==> src/rtl/background_effect_generator_pkg.sv <==
// Shared types and colour constants for the background effect generator.
// The optional BG_EFFECT_RETRIGGER_EN build option lives in effect_timer.
package bg_effect_pkg;

  typedef logic [7:0]  rgb332_t;
  typedef logic [10:0] coord_t;

  typedef enum logic {
    IDLE   = 1'b0,
    ACTIVE = 1'b1
  } effect_state_t;

  localparam rgb332_t BOOM_COLOR_A = 8'hE0;  // red
  localparam rgb332_t BOOM_COLOR_B = 8'hFC;  // yellow
  localparam rgb332_t ICE_COLOR    = 8'h5F;

endpackage

==> src/rtl/background_effect_generator_effect_timer.sv <==
// Two-state effect FSM with a frame counter; lasts DURATION frames per trigger.
// BG_EFFECT_RETRIGGER_EN: a trigger while ACTIVE restarts the effect.
module effect_timer
  import bg_effect_pkg::*;
#(
  parameter int DURATION = 48,
  localparam int CW = $clog2(DURATION)
) (
  input  logic          clk,
  input  logic          resetN,
  input  logic          trigger,
  input  logic          startOfFrame,
  output logic          active,
  output logic [CW-1:0] frameCnt
);

`ifdef BG_EFFECT_RETRIGGER_EN
  localparam bit RETRIGGER = 1'b1;
`else
  localparam bit RETRIGGER = 1'b0;
`endif

  effect_state_t state_q, state_d;
  logic [CW-1:0] cnt_q, cnt_d;
  logic          last_frame;

  always_comb begin
    state_d    = state_q;
    cnt_d      = cnt_q;
    last_frame = startOfFrame && (cnt_q == CW'(DURATION - 1));
    case (state_q)
      IDLE: begin
        // A start-of-frame arriving with the trigger is not counted.
        if (trigger) begin
          state_d = ACTIVE;
          cnt_d   = '0;
        end
      end
      ACTIVE: begin
        // A trigger on the final frame edge always wins over the exit.
        if (trigger && (RETRIGGER || last_frame)) begin
          cnt_d = '0;
        end else if (startOfFrame) begin
          if (last_frame) begin
            state_d = IDLE;
            cnt_d   = '0;
          end else begin
            cnt_d = cnt_q + CW'(1);
          end
        end
      end
      default: begin
        state_d = IDLE;
        cnt_d   = '0;
      end
    endcase
  end

  always_ff @(posedge clk or negedge resetN) begin
    if (!resetN) begin
      state_q <= IDLE;
      cnt_q   <= '0;
    end else begin
      state_q <= state_d;
      cnt_q   <= cnt_d;
    end
  end

  assign active   = (state_q == ACTIVE);
  assign frameCnt = cnt_q;

endmodule

==> src/rtl/background_effect_generator.sv <==
// Full-screen BOOM flash and growing ICE border, registered per pixel.
// Build option BG_EFFECT_RETRIGGER_EN is handled inside effect_timer.
module background_effect_generator
  import bg_effect_pkg::*;
#(
  parameter int SCREEN_W    = 640,
  parameter int SCREEN_H    = 480,
  parameter int BOOM_FRAMES = 48,
  parameter int ICE_FRAMES  = 120,
  parameter int FLASH_SHIFT = 2,
  parameter int ICE_STEP    = 4,
  parameter int ICE_BORDER  = 32
) (
  input  logic    clk,
  input  logic    resetN,
  input  logic    startOfFrame,
  input  coord_t  pixelX,
  input  coord_t  pixelY,
  input  logic    boomTrigger,
  input  logic    iceTrigger,
  output logic    BoomDrawingRequest,
  output rgb332_t BoomRGB,
  output logic    IceDrawingRequest,
  output rgb332_t IceRGB,
  output logic    boomActive,
  output logic    iceActive
);

  localparam int BCW = $clog2(BOOM_FRAMES);
  localparam int ICW = $clog2(ICE_FRAMES);

  logic           boom_active, ice_active;
  logic [BCW-1:0] boom_cnt;
  logic [ICW-1:0] ice_cnt;

  effect_timer #(.DURATION(BOOM_FRAMES)) u_boom_timer (
    .clk          (clk),
    .resetN       (resetN),
    .trigger      (boomTrigger),
    .startOfFrame (startOfFrame),
    .active       (boom_active),
    .frameCnt     (boom_cnt)
  );

  effect_timer #(.DURATION(ICE_FRAMES)) u_ice_timer (
    .clk          (clk),
    .resetN       (resetN),
    .trigger      (iceTrigger),
    .startOfFrame (startOfFrame),
    .active       (ice_active),
    .frameCnt     (ice_cnt)
  );

  logic    on_screen, boom_flash, ice_edge;
  logic [15:0] ice_prod;
  coord_t  ice_thick;
  logic    boom_req_d, boom_req_q, ice_req_d, ice_req_q;
  rgb332_t boom_rgb_d, boom_rgb_q, ice_rgb_d, ice_rgb_q;

  assign on_screen  = (pixelX < coord_t'(SCREEN_W)) && (pixelY < coord_t'(SCREEN_H));
  assign boom_flash = |((boom_cnt >> FLASH_SHIFT) & BCW'(1));

  // Wide product so the border saturates at ICE_BORDER instead of wrapping.
  assign ice_prod  = (16'(ice_cnt) + 16'd1) * 16'(ICE_STEP);
  assign ice_thick = (ice_prod > 16'(ICE_BORDER)) ? coord_t'(ICE_BORDER) : ice_prod[10:0];
  assign ice_edge  = (pixelX < ice_thick) || (pixelX >= coord_t'(SCREEN_W) - ice_thick) ||
                     (pixelY < ice_thick) || (pixelY >= coord_t'(SCREEN_H) - ice_thick);

  always_comb begin
    boom_req_d = boom_active && on_screen;
    boom_rgb_d = '0;
    if (boom_req_d) boom_rgb_d = boom_flash ? BOOM_COLOR_B : BOOM_COLOR_A;
    ice_req_d  = ice_active && on_screen && ice_edge;
    ice_rgb_d  = ice_req_d ? ICE_COLOR : '0;
  end

  always_ff @(posedge clk or negedge resetN) begin
    if (!resetN) begin
      boom_req_q <= 1'b0;
      boom_rgb_q <= '0;
      ice_req_q  <= 1'b0;
      ice_rgb_q  <= '0;
    end else begin
      boom_req_q <= boom_req_d;
      boom_rgb_q <= boom_rgb_d;
      ice_req_q  <= ice_req_d;
      ice_rgb_q  <= ice_rgb_d;
    end
  end

  assign BoomDrawingRequest = boom_req_q;
  assign BoomRGB            = boom_rgb_q;
  assign IceDrawingRequest  = ice_req_q;
  assign IceRGB             = ice_rgb_q;
  assign boomActive         = boom_active;
  assign iceActive          = ice_active;

endmodule

==> config.mk <==
export PLATFORM = sky130hd
export DESIGN_NAME = background_effect_generator
export DESIGN_NICKNAME = d
export VERILOG_FILES = /design/src/rtl/background_effect_generator_pkg.sv /design/src/rtl/background_effect_generator_effect_timer.sv /design/src/rtl/background_effect_generator.sv
export SDC_FILE = /design/constraint.sdc
export NUM_CORES = 1
export LEC_CHECK = 0
export BUFFER_PORTS_ARGS = -buffer_cell sky130_fd_sc_hd__buf_2
export CAP_MARGIN = 20
export CORE_UTILIZATION = 42
export DETAILED_ROUTE_END_ITERATION = 6
export SYNTH_ARGS = -nofsm -noshare
export SYNTH_HDL_FRONTEND = slang
export SYNTH_SLANG_ARGS = --single-unit
==> constraint.sdc <==
create_clock -name clk -period 4.1 [get_ports clk]
set_clock_uncertainty 0.15 [all_clocks]
set_input_delay 0.41 -clock clk [delete_from_list [all_inputs] [get_ports clk]]
set_output_delay 0.41 -clock clk [all_outputs]
set_load 0.01 [all_outputs]
==> impl_metrics.py, run 1 <==
metrics = {
    "placed_design": {
        "dpl_cell_area_sq_mm": 0.00218,
        "numPortBuffers": 42,
        "place_congestion": 0.794,
        "dp_hpwl_mm": 3.50,
    },
    "timing": {
        "hold_viol_final": 0,
        "rsz0062_at_grt": "false",
        "setup_viol": 0,
        "setup_tns_ps": 0,
        "maxSlewHeadroom_pct": 61.2,
        "max_freq_ghz": 0.273,
        "slew_violations": 0,
        "min_period_over_period_pct": 89.3,
        "fin_crit_ps": 3660,
        "worst_pin_slew_ps": 566,
        "hold_ws_ps": 236,
    },
    "setup_path": {
        "cp-startpoint": "u_ice_timer.frameCnt[0]",
        "critPathKind": "flip-flop to flip-flop",
        "worstPathMaxFanout": 8,
        "cp-end-kind": "flip-flop",
        "reg2reg_slack_ps": 440,
        "r2r-end": "IceRGB[4]",
        "cp.arrival_ps": 3650,
        "cp.required_ps": 4080,
        "rr_worst_depth": 12,
        "setup.worst_path.end": "IceRGB[4]",
        "startpoint_type": "flip-flop",
        "r2r-start": "u_ice_timer.frameCnt[0]",
    },
    "grt": {
        "groute.usage.overall_pct": 17.9,
        "grt.overflow.total": 0,
        "grt_pass1_wl_mm": 7.33,
        "antenna_found_initial": 0,
        "grt_max_degree": 19,
        "first_global_vias": 1647,
    },
    "clocking": {
        "post-cts-setup-buffer-count": 0,
        "cts-root-buf": "clkbuf_8",
        "cts_made_buffers": 3,
        "tritoncts": "yes",
        "clock_path_buffers": 2,
        "cts.sinks": 18,
        "cts_max_level": 1,
        "insertion_delay_ps": 260,
        "clk_pin_slew_worst_paths_ps": 70,
    },
    "route": {
        "drt-pass1-iter-count": 6,
        "post-route-drc-count": 4,
        "vias_per_cell": 5.44,
        "via_count": 1763,
        "avgRoutedWirePerCell_microns": 13.2,
        "dr.first_iter.drc_count": 156,
        "wirelength_mm": 4.27,
        "ant_nets": 0,
    },
    "pwr": {
        "cellLeakagePower_uw": 0.00116,
        "vdd_drop_max_mv": 0.256,
        "power_uw": 1020,
        "p_per_area_mw_per_mm2": 455,
    },
    "die": {
        "chipHeight_microns": 70.7,
        "die_w_microns": 70.7,
        "io_pins": 47,
        "start_util_pct": 44.5,
        "coreArea_sq_mm": 0.00444,
        "dieArea_sq_mm": 0.00499,
        "num_rows": 24,
    },
    "final_layout": {
        "nets": 334,
        "syn2layout_area_growth_pct": 13.5,
        "diodes": 0,
        "design_area_sq_mm": 0.00225,
        "drive_gt1_share_pct": 21.3,
    },
    "outcome": {
        "violations": "design-rule violations",
        "status": "finished, violations left",
    },
    "flow_run": {
        "drv_cap": 0,
    },
    "yosys": {
        "syn_area_per_cell_sq_um": 8.72,
        "yosys.cell_types.count": 56,
        "synth_edf_count": 0,
        "syn_inst": 227,
        "synthFlopType": "dfrtp_1",
        "netlist_area_sq_mm": 0.00198,
        "ys_seq_elements": 18,
        "synthArstFlopShare_pct": 100,
        "yosysWarnings": 0,
        "yosysSeqAreaShare_pct": 22.8,
    },
    "worst_hold_path": {
        "min_path_type": "input pin to flip-flop",
        "worstHoldStart": "iceTrigger",
    },
}
-- how the worst min path moves through the flow --
| stage | end | slack [ps] | depth (start not counted) |
|---|---|---|---|
| 2_1_floorplan | BoomRGB[4] | -40 | 0 |
| 3_3_place_gp | u_ice_timer.frameCnt[0] | 220 | 1 |
| 3_5_place_dp | u_ice_timer.frameCnt[0] | 220 | 1 |
| 4_1_cts | u_ice_timer.active | 230 | 2 |
| 5_1_grt | u_ice_timer.active | 250 | 2 |
| 6_report | u_ice_timer.active | 240 | 2 |
-- cells by family after synthesis --
logic type | count (synthesis) | share of synthesized area, %
AOI/OAI and AO/OA | 63 | 22.4
xor gates and xnor gates | 5 | 2.21
adders and majority gates | 34 | 21.5
buffers and inverters | 34 | 9.73
DFF | 18 | 22.8
muxes | 4 | 2.09
other | 2 | 0.379
and+or+nand+nor | 67 | 19.0
-- cell usage in the layout, fill, tap and decap left out, drive strengths merged, types with 5 or more instances in the layout --
cell   instances
conb          19
inv           15
nand4          7
nor2          11
a21oi         14
nand3          7
dfrtp         18
buf           42
nor3           5
nand2         15
ha            34
o21ai         19
-- per-stage QoR --
step,std cells,utilization [%],worst slack (ps)
2_1_floorplan,244,-,897
3_3_place_gp,319,49.1,618
5_1_grt,324,50.6,141
3_5_place_dp,319,49.1,506
6_report,324,50.6,437
4_1_cts,324,50.6,475
-- Yosys cell counts (3+ instances only) --
cell type  number  area, sq um
nand4_1         7         43.8
o21ai_0        17         85.1
mux2i_1         3         30.0
nand3_1         7         35.0
and3_1          4         25.0
nor2b_1         3         18.8
nand2_1        15         56.3
a21oi_1        13         65.1
ha_1           34          425
a211oi_1        3         22.5
nor3_1          5         25.0
a21o_1          3         22.5
o31ai_1         3         22.5
nand3b_1        3         22.5
xor2_1          3         26.3
nor2_1         11         41.3
inv_1          15         56.3
buf_4          15          113
dfrtp_1        18          450
-- power breakdown --
part | total [uW] | leakage (uW) | internal, uW | switching [uW]
logic | 584 | 0.000903 | 270 | 314
registers | 285 | 0.000226 | 220 | 64.9
clock network | 152 | 0.0000288 | 85.5 | 66.8
-- routing by layer --
layer	vias up	part of all wire, %	GRT usage (%)
met5	-	0	0
met4	0	0.45	4.22
met3	2	3.3	0.997
met2	41	49	32.0
met1	813	47	23.7
li1	907	-	-
-- critical path: stages (launching register included) --
cell	delay (ps)
dfrtp_1	480
ha_1	320
nand3_1	150
nor3_1	480
o21ai_0	280
ha_1	300
xnor2_1	210
ha_1	260
nand2_1	80
o31ai_1	100
a2111o_1	410
nor4_1	190
a311oi_1	130
-- state kept, by name, indices dropped and copies added (netlist names) --
name / cells
u_boom_timer.frameCnt: 6
IceRGB: 1
u_boom_timer.active: 1
u_ice_timer.active: 1
BoomRGB: 2
u_ice_timer.frameCnt: 7
-- repair_timing --
action | in CTS | in global routing
hold buffers | 1 | 0
gates resized for setup | 0 | 0
hold endpoints to repair | 18 | 0
-- final cells by class --
| cell class | instances | area (sq um) |
|---|---|---|
| fillers | 449 | 2200 |
| multi-input cells | 192 | 1400 |
| flip-flops and latches | 18 | 450 |
| repair buffers | 43 | 220 |
| well taps | 52 | 65.1 |
| inverters | 15 | 56.3 |
| clock buffers | 4 | 55.1 |
No activity file was read; power rests on OpenSTA's default activity.
==> inputs of run 2 (changes only) <==
==> constraint.sdc (replaced) <==
create_clock -name clk -period 4.1 [get_ports clk]
set_clock_uncertainty 0.15 [all_clocks]
set_input_delay 0 -clock clk [delete_from_list [all_inputs] [get_ports clk]]
set_output_delay 0 -clock clk [all_outputs]
set_load 0.01 [all_outputs]
==> impl_metrics.py, run 2 (same netlist as run 1, synthesis figures left out) <==
metrics = {
    "die": {
        "num_rows": 24,
        "dieArea_sq_mm": 0.00499,
        "start_util_pct": 44.5,
        "coreArea_sq_mm": 0.00444,
        "chipHeight_microns": 70.7,
        "io_pins": 47,
        "die_w_microns": 70.7,
    },
    "final_layout": {
        "mostFrequentLayoutCell": "buf_2",
        "design_area_sq_mm": 0.00235,
        "nets": 344,
        "largest_reg_flops": 7,
        "diodes": 0,
        "layoutNonFillerInstCount": 334,
        "final_cell_mix": "buf_2 (42), ha_1 (34), conb_1 (19)",
        "drive_gt1_share_pct": 20.6,
        "syn2layout_area_growth_pct": 18.6,
    },
    "route": {
        "wirelength_mm": 4.35,
        "vias_per_cell": 5.42,
        "via_count": 1811,
        "post-route-drc-count": 4,
        "drt-pass1-iter-count": 6,
        "dr.first_iter.drc_count": 176,
        "avgRoutedWirePerCell_microns": 13.0,
        "ant_nets": 0,
    },
    "grt": {
        "groute.usage.overall_pct": 18.2,
        "use_met2_pct": 32.9,
        "first_global_vias": 1696,
        "antenna_found_initial": 0,
        "use_met1_pct": 24.1,
        "grt.overflow.total": 0,
        "grt_pass1_wl_mm": 7.49,
        "grt.met3_usage_pct": 0.997,
        "grt_most_used_layer": "met2",
        "grt_max_degree": 19,
    },
    "placed_design": {
        "place_congestion": 0.794,
        "dp_hpwl_mm": 3.50,
        "numPortBuffers": 42,
        "dpl_cell_area_sq_mm": 0.00218,
        "post-place-ws_ps": 506,
        "dp.cells": 319,
    },
    "timing": {
        "setup_tns_ps": 0,
        "hold_viol_final": 0,
        "slew_violations": 0,
        "maxSlewHeadroom_pct": 59.9,
        "fin_crit_ps": 3660,
        "rsz0062_at_grt": "false",
        "worst_pin_slew_ps": 584,
        "setup_viol": 0,
        "max_freq_ghz": 0.273,
        "min_period_over_period_pct": 89.3,
        "setup_ws_ps": 439,
    },
    "clocking": {
        "cts.sinks": 18,
        "cts_max_level": 1,
        "cts-root-buf": "clkbuf_8",
        "clk_pin_slew_worst_paths_ps": 70,
        "cts_made_buffers": 3,
        "post_cts_resized": 0,
        "ctsHoldBuffers": 11,
        "insertion_delay_ps": 260,
        "clock_path_buffers": 2,
        "post-cts-setup-buffer-count": 0,
        "tritoncts": "yes",
    },
    "setup_path": {
        "cp.required_ps": 4080,
        "crit_chain": "ha_1, nand3_1, nor3_1, o21ai_0, ha_1, xnor2_1, ha_1, nand2_1, o31ai_1, a2111o_1, nor4_1, a311oi_1",
        "cp.arrival_ps": 3640,
        "crit_path_max_incr_delay_ps": 480,
        "reg2reg_slack_ps": 440,
        "startpoint_type": "flip-flop",
        "worstPathMaxFanout": 8,
        "cp_slowest_cell": "dfrtp_1",
        "cp_common_cell": "ha_1",
        "critPathKind": "flip-flop to flip-flop",
        "cp-end-kind": "flip-flop",
    },
    "pwr": {
        "pwr-share-clk_pct": 14.8,
        "p_switching_uw": 448,
        "p_comb_share_pct": 57.5,
        "swShare_pct": 43.5,
        "intPower_uw": 582,
        "vdd_drop_max_mv": 0.256,
        "p_seq_share_pct": 27.7,
        "power_uw": 1030,
        "cellLeakagePower_uw": 0.00120,
        "p_per_area_mw_per_mm2": 439,
    },
    "outcome": {
        "status": "finished, violations left",
        "violations": "design-rule violations",
    },
    "flow_run": {
        "drv_cap": 0,
    },
    "worst_hold_path": {
        "min_path_type": "input pin to flip-flop",
    },
}
run 2: changes by cell type in the layout (fill, tap and decap cells not counted):
cell / change
dlygate4sd3_1: +10
run 2: power by group through the flow:
stage	clock network, uW	registers (uW)	logic, uW
3_5_place_dp	0	287	586
2_1_floorplan	0	261	490
5_1_grt	158	293	689
6_report	152	285	592
3_3_place_gp	0	284	581
4_1_cts	154	283	598
run 2: area by class of cell:
type | count | area [sq um]
fill | 432 | 2100
multi-input combinational | 192 | 1400
inverter | 15 | 56.3
clock buffer | 4 | 55.1
tap | 52 | 65.1
sequential | 18 | 450
timing repair buffer | 53 | 320
run 2: path summary, 6_finish.rpt:
check                                    startpoint                  endpoint  cells after the start
setup reg to reg            u_ice_timer.frameCnt[0]                 IceRGB[4]                     12
hold / removal                            pixelY[7]                BoomRGB[6]                      4
min in group asynchronous                    resetN   u_ice_timer.frameCnt[1]                      2
setup / recovery            u_ice_timer.frameCnt[0]                 IceRGB[4]                     12
hold reg to reg            u_boom_timer.frameCnt[3]  u_boom_timer.frameCnt[3]                      1
max in group asynchronous                    resetN                 IceRGB[4]                      2
run 2: metrics by stage:
| stage | hold WS [ps] | util (%) |
|---|---|---|
| floorplan | -446 | - |
| global placement | -193 | 49.1 |
| detailed placement | -193 | 49.1 |
| CTS | 19.5 | 52.8 |
| global route | 72.0 | 52.8 |
| finish | 18.1 | 52.8 |
run 2: metal layers:
| layer | share of wire (%) | vias up |
|---|---|---|
| met2 | 49 | 41 |
| met4 | 0.44 | 0 |
| met3 | 3.1 | 2 |
| li1 | - | 925 |
| met1 | 47 | 843 |
| met5 | 0 | - |
run 2: worst max-delay path, delay by kind of cell, from the launching register on:
family,cells,cell delay [ps]
adder cells (fa/ha/maj),3,880
AND/OR/NAND/NOR,4,900
AO/OA/AOI/OAI,4,920
flip-flops,1,480
XOR/XNOR,1,210
